--- src/rtl/return_addr_stack.sv ---
// Return-address stack for the IF stage. A call pushes the link address
// (call PC + 8, past the delay slot). A return reads the top entry as its
// predicted target and pops it. When the stack is full, a push overwrites
// the oldest entry. A push and a pop in the same cycle replace the top
// entry. A flush discards everything on a pipeline redirect.
//
// There is no valid/ready handshake: push, pop and flush are single-cycle
// qualifiers sampled on every rising clk edge, and the stack never stalls.
// All outputs are functions of registered state only.
module return_addr_stack #(
    parameter  int DEPTH = 8,
    localparam int PTR_W = $clog2(DEPTH)
) (
    input  logic        clk,
    input  logic        rst_n,
    input  logic        push,
    input  logic [31:0] push_pc,
    input  logic        pop,
    input  logic        flush,
    output logic [31:0] top_addr,
    output logic        top_valid,
    output logic        full,
    output logic        overflow
);

    localparam logic [PTR_W:0]   DEPTH_C = (PTR_W+1)'(DEPTH);
    localparam logic [PTR_W-1:0] PTR_ONE = {{(PTR_W-1){1'b0}}, 1'b1};
    localparam logic [PTR_W:0]   CNT_ONE = {{PTR_W{1'b0}}, 1'b1};

    logic [31:0]      mem [DEPTH];
    logic [PTR_W-1:0] tos, tos_nx;
    logic [PTR_W:0]   count, count_nx;
    logic             ovf_q, ovf_nx;
    logic             we;
    logic [PTR_W-1:0] waddr;
    logic [31:0]      link;

    // The link address wraps modulo 2^32 and is not checked for alignment.
    assign link = push_pc + 32'h8;

    // Next-state decode. Priority is flush, then replace, then push, then pop.
    always_comb begin
        tos_nx   = tos;
        count_nx = count;
        ovf_nx   = 1'b0;
        we       = 1'b0;
        waddr    = tos;
        if (flush) begin
            tos_nx   = '0;
            count_nx = '0;
        end else if (push && pop && (count != '0)) begin
            // Replace the top entry. Pointer and depth stay the same.
            we    = 1'b1;
            waddr = tos;
        end else if (push) begin
            // An empty replace lands here too and acts as a plain push.
            tos_nx = tos + PTR_ONE;
            we     = 1'b1;
            waddr  = tos + PTR_ONE;
            if (count == DEPTH_C) begin
                // Circular buffer: the new top slot holds the oldest entry.
                ovf_nx = 1'b1;
            end else begin
                count_nx = count + CNT_ONE;
            end
        end else if (pop && (count != '0)) begin
            tos_nx   = tos - PTR_ONE;
            count_nx = count - CNT_ONE;
        end
    end

    // Control state, cleared asynchronously on reset.
    always_ff @(posedge clk or negedge rst_n) begin
        if (!rst_n) begin
            tos   <= '0;
            count <= '0;
            ovf_q <= 1'b0;
        end else begin
            tos   <= tos_nx;
            count <= count_nx;
            ovf_q <= ovf_nx;
        end
    end

    // Entry storage. It has no reset because empty entries are masked at the output.
    always_ff @(posedge clk) begin
        if (we) begin
            mem[waddr] <= link;
        end
    end

    assign top_valid = (count != '0);
    assign full      = (count == DEPTH_C);
    assign overflow  = ovf_q;
    assign top_addr  = top_valid ? mem[tos] : 32'h0;

endmodule

--- config.mk ---
export PLATFORM = sky130hd
export DESIGN_NAME = return_addr_stack
export DESIGN_NICKNAME = d
export VERILOG_FILES = /design/src/rtl/return_addr_stack.sv
export SDC_FILE = /design/constraint.sdc
export NUM_CORES = 1
export LEC_CHECK = 0
export ABC_AREA = 1
export CELL_PAD_IN_SITES_DETAIL_PLACEMENT = 0
export CELL_PAD_IN_SITES_GLOBAL_PLACEMENT = 2
export CORE_ASPECT_RATIO = 1.2
export CORE_MARGIN = 10
export CORE_UTILIZATION = 34
export DETAILED_ROUTE_END_ITERATION = 12
export GPL_ROUTABILITY_DRIVEN = 0
export PLACE_DENSITY_LB_ADDON = 0.05
export SLEW_MARGIN = 20
export SYNTH_ARGS = -nofsm -noshare
export SYNTH_HDL_FRONTEND = slang
export SYNTH_SLANG_ARGS = --single-unit
--- constraint.sdc ---
create_clock -name clk -period 6.62 [get_ports clk]
set_clock_uncertainty 0.05 [all_clocks]
set_input_delay 1.324 -clock clk [delete_from_list [all_inputs] [get_ports clk]]
set_output_delay 1.324 -clock clk [all_outputs]
set_load 0.05 [all_outputs]
### Yosys cells after proc, flatten, opt, wreduce, memory -nomap -nowiden

Memories as Yosys holds them, arrays and structs flattened.
Index checks and enable logic that the tools add are counted.

* equal/unequal tests: 3
* reductions and logical operators: 7
* add/subtract/negate cells: 5
* multiplexer cells: 22

Operator list (number)
* $add A32 B4 Y32 const B: 1
* $mux W32: 1
* $mux W3: 7
* $mux W4: 5
* $mux W1: 9
* $add A4 B1 Y4 const B: 1
* $eq A4 B4 Y1 const B: 1
* $reduce_bool A4 Y1: 1
* $sub A4 B1 Y4 const B: 1
* $add A3 B1 Y3 const B: 1
* $logic_and A1 B1 Y1: 3
* $ne A3 B3 Y1 const B: 1
* $reduce_and A3 Y1: 1
* $reduce_bool A3 Y1: 1
* $sub A3 B1 Y3 const B: 1
* $ne A2 B2 Y1 const B: 1
* $reduce_and A2 Y1: 1

* word-level logic and storage cells: 41
* flip-flop bits (word level): 8
* output and inout bits: 35
* bits of input ports: 37
* memory bits (writable): 256
* memories: 1

Memory list
* mem: depth 8, bits a word 32, rd ports 1, clocked after Yosys merged registers in 0, write ports 1, RTL line 30 `logic [31:0] mem [DEPTH];`

### Depth between registers and ports, before layout

* word-level depth: 6
* depth in mapped cells: 11
* mapped depth without buffers: 9

### Worst setup path before layout

No wires, ideal clock.

* path kind: in2reg
* start point: input port push
* end point: memory mem[0][0], enable pin
* cell stages on the path: 7
* data arrival time: 3260 ps
* path buffers: 1
* data required time: 6149 ps
* setup time: 421 ps
* slack: 2889 ps
* cells stage by stage: buf_2 nand3_1 nor2_1 nand2_1 nand2_1 nand2_1 nor2_1

* cells in the longest elaborated chain, start to end: 6
* elaborated cells on any way between the ends: 10
* classes of those cells: mux (8); reduce/logical (2)

Ends and longest elaborated chain
* start, declared: RTL line 16 `input logic push,`
* $logic_and A1 B1 Y1 (2 in series): RTL line 51 `end else if (push && pop && (count != '0)) begin`
* $mux W1: RTL line 51
* $mux W1: RTL line 48 `if (flush) begin`
* $mux W1: RTL line 87 `if (we) begin`
* $mux W1 (implied by the code): RTL line 88 `mem[waddr] <= link;`
* end, declared: RTL line 30

Several ways; a longest one is shown, not always the timed one.

### Final worst setup path

* start point: register tos[0]
* end point: output port top_addr[15]

* cells in the longest elaborated chain, start to end: 2

Ends and longest elaborated chain
* start, declared: RTL line 31 `logic [PTR_W-1:0] tos, tos_nx;`
* start signal, assigned: RTL line 79 `tos <= tos_nx;`
* $mem_v2 Z8 W32
* $mux W32: RTL line 95 `assign top_addr = top_valid ? mem[tos] : 32'h0;`
* end, declared: RTL line 20 `output logic [31:0] top_addr,`

Every way passes these cells.

==> Implementation_results.wiki <==
{| class="wikitable"
! Metric !! Value
|-
| Status || finished, final reports clean
|-
| Top post-synthesis cells by area || edfxtp_1 (67%), nor2_1 (8.7%), o21ai_0 (5.6%), nand2_1 (3.3%), o21ai_1 (2.9%)
|-
| Clock latency at the later pin of the worst-skew pair || roughly 530 ps
|-
| Initial standard-cell utilization of the core || around a third
|-
| Switching portion of total power || roughly two fifths
|-
| Count of unresolved DRC violations after routing || 0
|-
| Antenna diode count || 0
|-
| Share of total power in sequential cells || about 34%
|-
| Detailed Place HPWL || between 15000 and 20000 µm
|-
| Routed vias/inst || about 5.0
|-
| Most instantiated library cell after synthesis || nor2_1
|-
| Final Core Density || around 41%
|-
| Netlist area before placement || approximately 12000 µm²
|-
| Data required time of the worst path || 5250 ps
|-
| Number of fill cells in the layout || 3241
|-
| Leak pwr || 0.00462 µW
|-
| Synth Instances || just over 1000
|-
| Number of enable flip-flop cells after synthesis || 256
|-
| Max-capacitance violation count || 0
|-
| Number of antenna violations at the first check in global routing || 1
|-
| Area of the multi-input gates || about 3300 µm²
|-
| Unrepaired setup endpoints after global routing || no
|-
| Wire length of the first global-routing pass || around 49000 µm
|-
| Tightest slew margin relative to the limit || between 40% and 50%
|-
| Combinational group share of total power || approximately two fifths
|-
| Final count of pins violating max slew || 0
|-
| Die Ht || 222 µm
|-
| Average footprint of a synthesized cell || roughly 11 µm²
|-
| Number of buffer and inverter instances along the worst setup path || 2
|-
| Power density relative to cell area || between 400 and 500 nW/µm²
|-
| Post-synthesis share of cell area spent on full adders, half adders and majority gates || 0.715%
|-
| Most used DFF post-synth || edfxtp_1
|-
| Total of endpoints with negative setup slack in the final report || 0
|-
| Most area-hungry cell type in the Yosys netlist || edfxtp_1
|-
| Design Power || around 5900 µW
|-
| Multiplexer fraction of the synthesized cell area || 0%
|-
| Floorplan die width || 188 µm
|-
| Maximum root-to-sink buffer count || 3
|-
| Count of synthesis-stage warnings from yosys || 0
|-
| Pin count of the biggest net entering global routing || a little over 100
|-
| Clock sink total || between 200 and 300
|-
| Crit path capture type || primary output
|-
| Tightest Pin Transition || a little under 900 ps
|-
| Die area || ~42000 µm²
|-
| Clock slew at the register clock pins of the worst setup and hold paths || about 60 ps
|-
| Count of H-tree levels built during CTS || 1
|-
| Minimum setup slack among reg-to-reg paths || 2600 ps
|-
| Row count || 73
|-
| Maximum fanout count along the critical path || 76
|-
| Post-synth ARST share || 3.03%
|-
| Class of the most critical hold timing path || register to register
|-
| Crit path DAT || around 3800 ps
|-
| Max Freq || just under 200 MHz
|-
| Mapped Nets || approximately 1100
|-
| Kind of cell adding the most delay to the critical path || buffers and inverters
|-
| DRT antenna net count || 0
|-
| Area fraction in and, or, nand and nor cells after synthesis || 15.5%
|-
| Critical path, cell by cell || buf_4 -> o21ai_0 -> o22ai_1 -> nor2_1 -> nor2_1 -> clkdlybuf4s50_1
|-
| Via count of the first global-routing pass || slightly below 8000
|-
| TritonCTS buffer count || 29
|-
| Post-synthesis compound-gate area fraction || 10.4%
|-
| Core area || around 33000 µm²
|-
| Post-CTS Hold Buffers || 0
|-
| Crit path largest cell delay || 860 ps
|-
| Launching element type of the critical path || register
|-
| Port Buffers || 71
|-
| Minimum period implied by the final worst setup slack || between 5000 and 6000 ps
|-
| Worst slack on hold paths || approximately 520 ps
|-
| Share of power burned in the clock network || about a quarter
|-
| Remaining Overflow, GRT || 0
|-
| Area used by sequential logic in the layout || 7890 µm²
|-
| Sequential element share of the synthesized area || between 60% and 70%
|-
| Post-route fraction of the period consumed by the critical path || 77.7%
|-
| Total via count after detailed routing || slightly below 8000
|-
| Post-CTS setup buffers || 0
|-
| Share of final-layout standard cells stronger than drive strength 1 || about 8.7%
|-
| Final-stage net count || between 1000 and 1500
|-
| Pre-Repair DR Iteration Count || 6
|-
| Buffer type at the clock tree root || clkbuf_16
|-
| Wire per inst || around 20 µm
|-
| Overall track demand over capacity in global routing || between 10% and 20%
|-
| Critical Path Slowest Stage Cell || clkdlybuf4s50_1
|-
| Xor and xnor area share after synthesis || ~1.3%
|-
| Largest family of logic cells by synthesized area || simple AND/OR/NAND/NOR gates
|-
| Distinct cell type count of the synthesized netlist || 31
|-
| Number of top-level design ports || a little over 70
|-
| Library cell appearing most often on the critical path || nor2_1
|-
| Violation count after the first detailed-routing iteration || around 500
|-
| Synth top cells by count || nor2_1 (267), edfxtp_1 (256), o21ai_0 (130), nand2_1 (102), o21ai_1 (67)
|-
| Area Growth Syn to Fin || 18.0%
|-
| Area share of the largest cell type after synthesis || about two thirds
|-
| PostCTS Resize Cnt || 0
|-
| TritonCTS clock tree || built
|-
| IR Drop Worst-Case VDD || approximately 0.23 mV
|-
| Yosys reg bits || between 200 and 300
|-
| Final Hold Viols || 0
|-
| Switching power summed over all nets || roughly 2400 µW
|-
| Setup Crit Path Kind || register to primary output
|-
| Wire length reported by the detailed router || ~32000 µm
|-
| Total negative slack for setup checks || 0 ps
|-
| Internal power summed over all cells || approximately 3500 µW
|}
worst register-to-register path: stages, from the launching register on:
cell and delay (ps):
dfrtp_4 820, buf_4 780, ha_1 330, inv_1 40, nand2_1 70, nand3_1 130, nor2_1 130, nand2_1 60
nand2_1 90, nand2_1 140, nor2_4 580, buf_4 460
metal layers:
layer | track usage (%) | up-vias | part of all wire, %
li1 | - | 3798 | -
met5 | 0 | - | 0
met2 | 24.4 | 140 | 47
met1 | 20.6 | 3824 | 47
met3 | 2.17 | 41 | 3.9
met4 | 3.55 | 0 | 1.8
power by group through the flow:
stage / combinational, µW / sequential, µW / clock (µW)
finish: 2350 / 2000 / 1510
global route: 2570 / 2010 / 1620
CTS: 2400 / 2000 / 1560
detailed placement: 2390 / 2040 / 0
global placement: 2390 / 2040 / 0
floorplan: 1640 / 2000 / 0
state kept, by name, indices dropped and copies added (netlist names):
register,count
tos,3
count,4
mem,256
overflow,1
final timing paths:
kind                       startpoint           end  cells after the start
setup / recovery               tos[0]  top_addr[15]                      6
hold / removal               count[2]      count[2]                      2
setup reg to reg               tos[0]     mem[3][8]                     11
hold reg to reg              count[2]      count[2]                      2
max in group asynchronous       rst_n        tos[0]                      1
min in group asynchronous       rst_n      overflow                      1
layout make-up:
type / instances / share of cell area [%]
flip-flops and latches: 264 / 57.9
multi-input cells: 686 / 24.2
clock buffers: 30 / 5.35
well taps: 450 / 4.13
inverters: 33 / 0.955
repair buffers: 90 / 6.26
clock inverters: 23 / 1.22
metrics by stage:
stage                     cells  worst slack, ps  area [µm²]
after floorplan            1037             2890       11600
after global placement     1523             1930       12700
after detailed placement   1523             1900       12700
after CTS                  1576             1300       13600
after global routing       1576             1170       13600
final                      1576             1470       13600
placed cells by master (no fill, tap or decap), types with 5 or more instances in the layout:
master / count
buf_4: 19
nor2_1: 259
edfxtp_1: 256
clkdlybuf4s50_1: 71
nand3b_1: 10
ha_1: 5
xnor2_1: 5
nand2_1: 102
o21ai_0: 130
clkbuf_16: 29
nand4_1: 5
nand3_2: 5
dfrtp_1: 6
nor2_4: 8
o21ai_1: 67
nand3_1: 20
o22ai_1: 32
inv_1: 27
xor2_1: 12
clkinv_1: 9
nor3_1: 6
clkinv_2: 9
cells by family (layout without fill, tap and decap cells):
logic type | Yosys count | in the layout
adders and majority gates | 6 | 6
xor gates and xnor gates | 17 | 17
and+or+nand+nor | 430 | 430
buffers and inverters | 87 | 176
AOI/OAI and AO/OA | 233 | 233
DFF | 264 | 264
(Power assumes the default switching activity.)
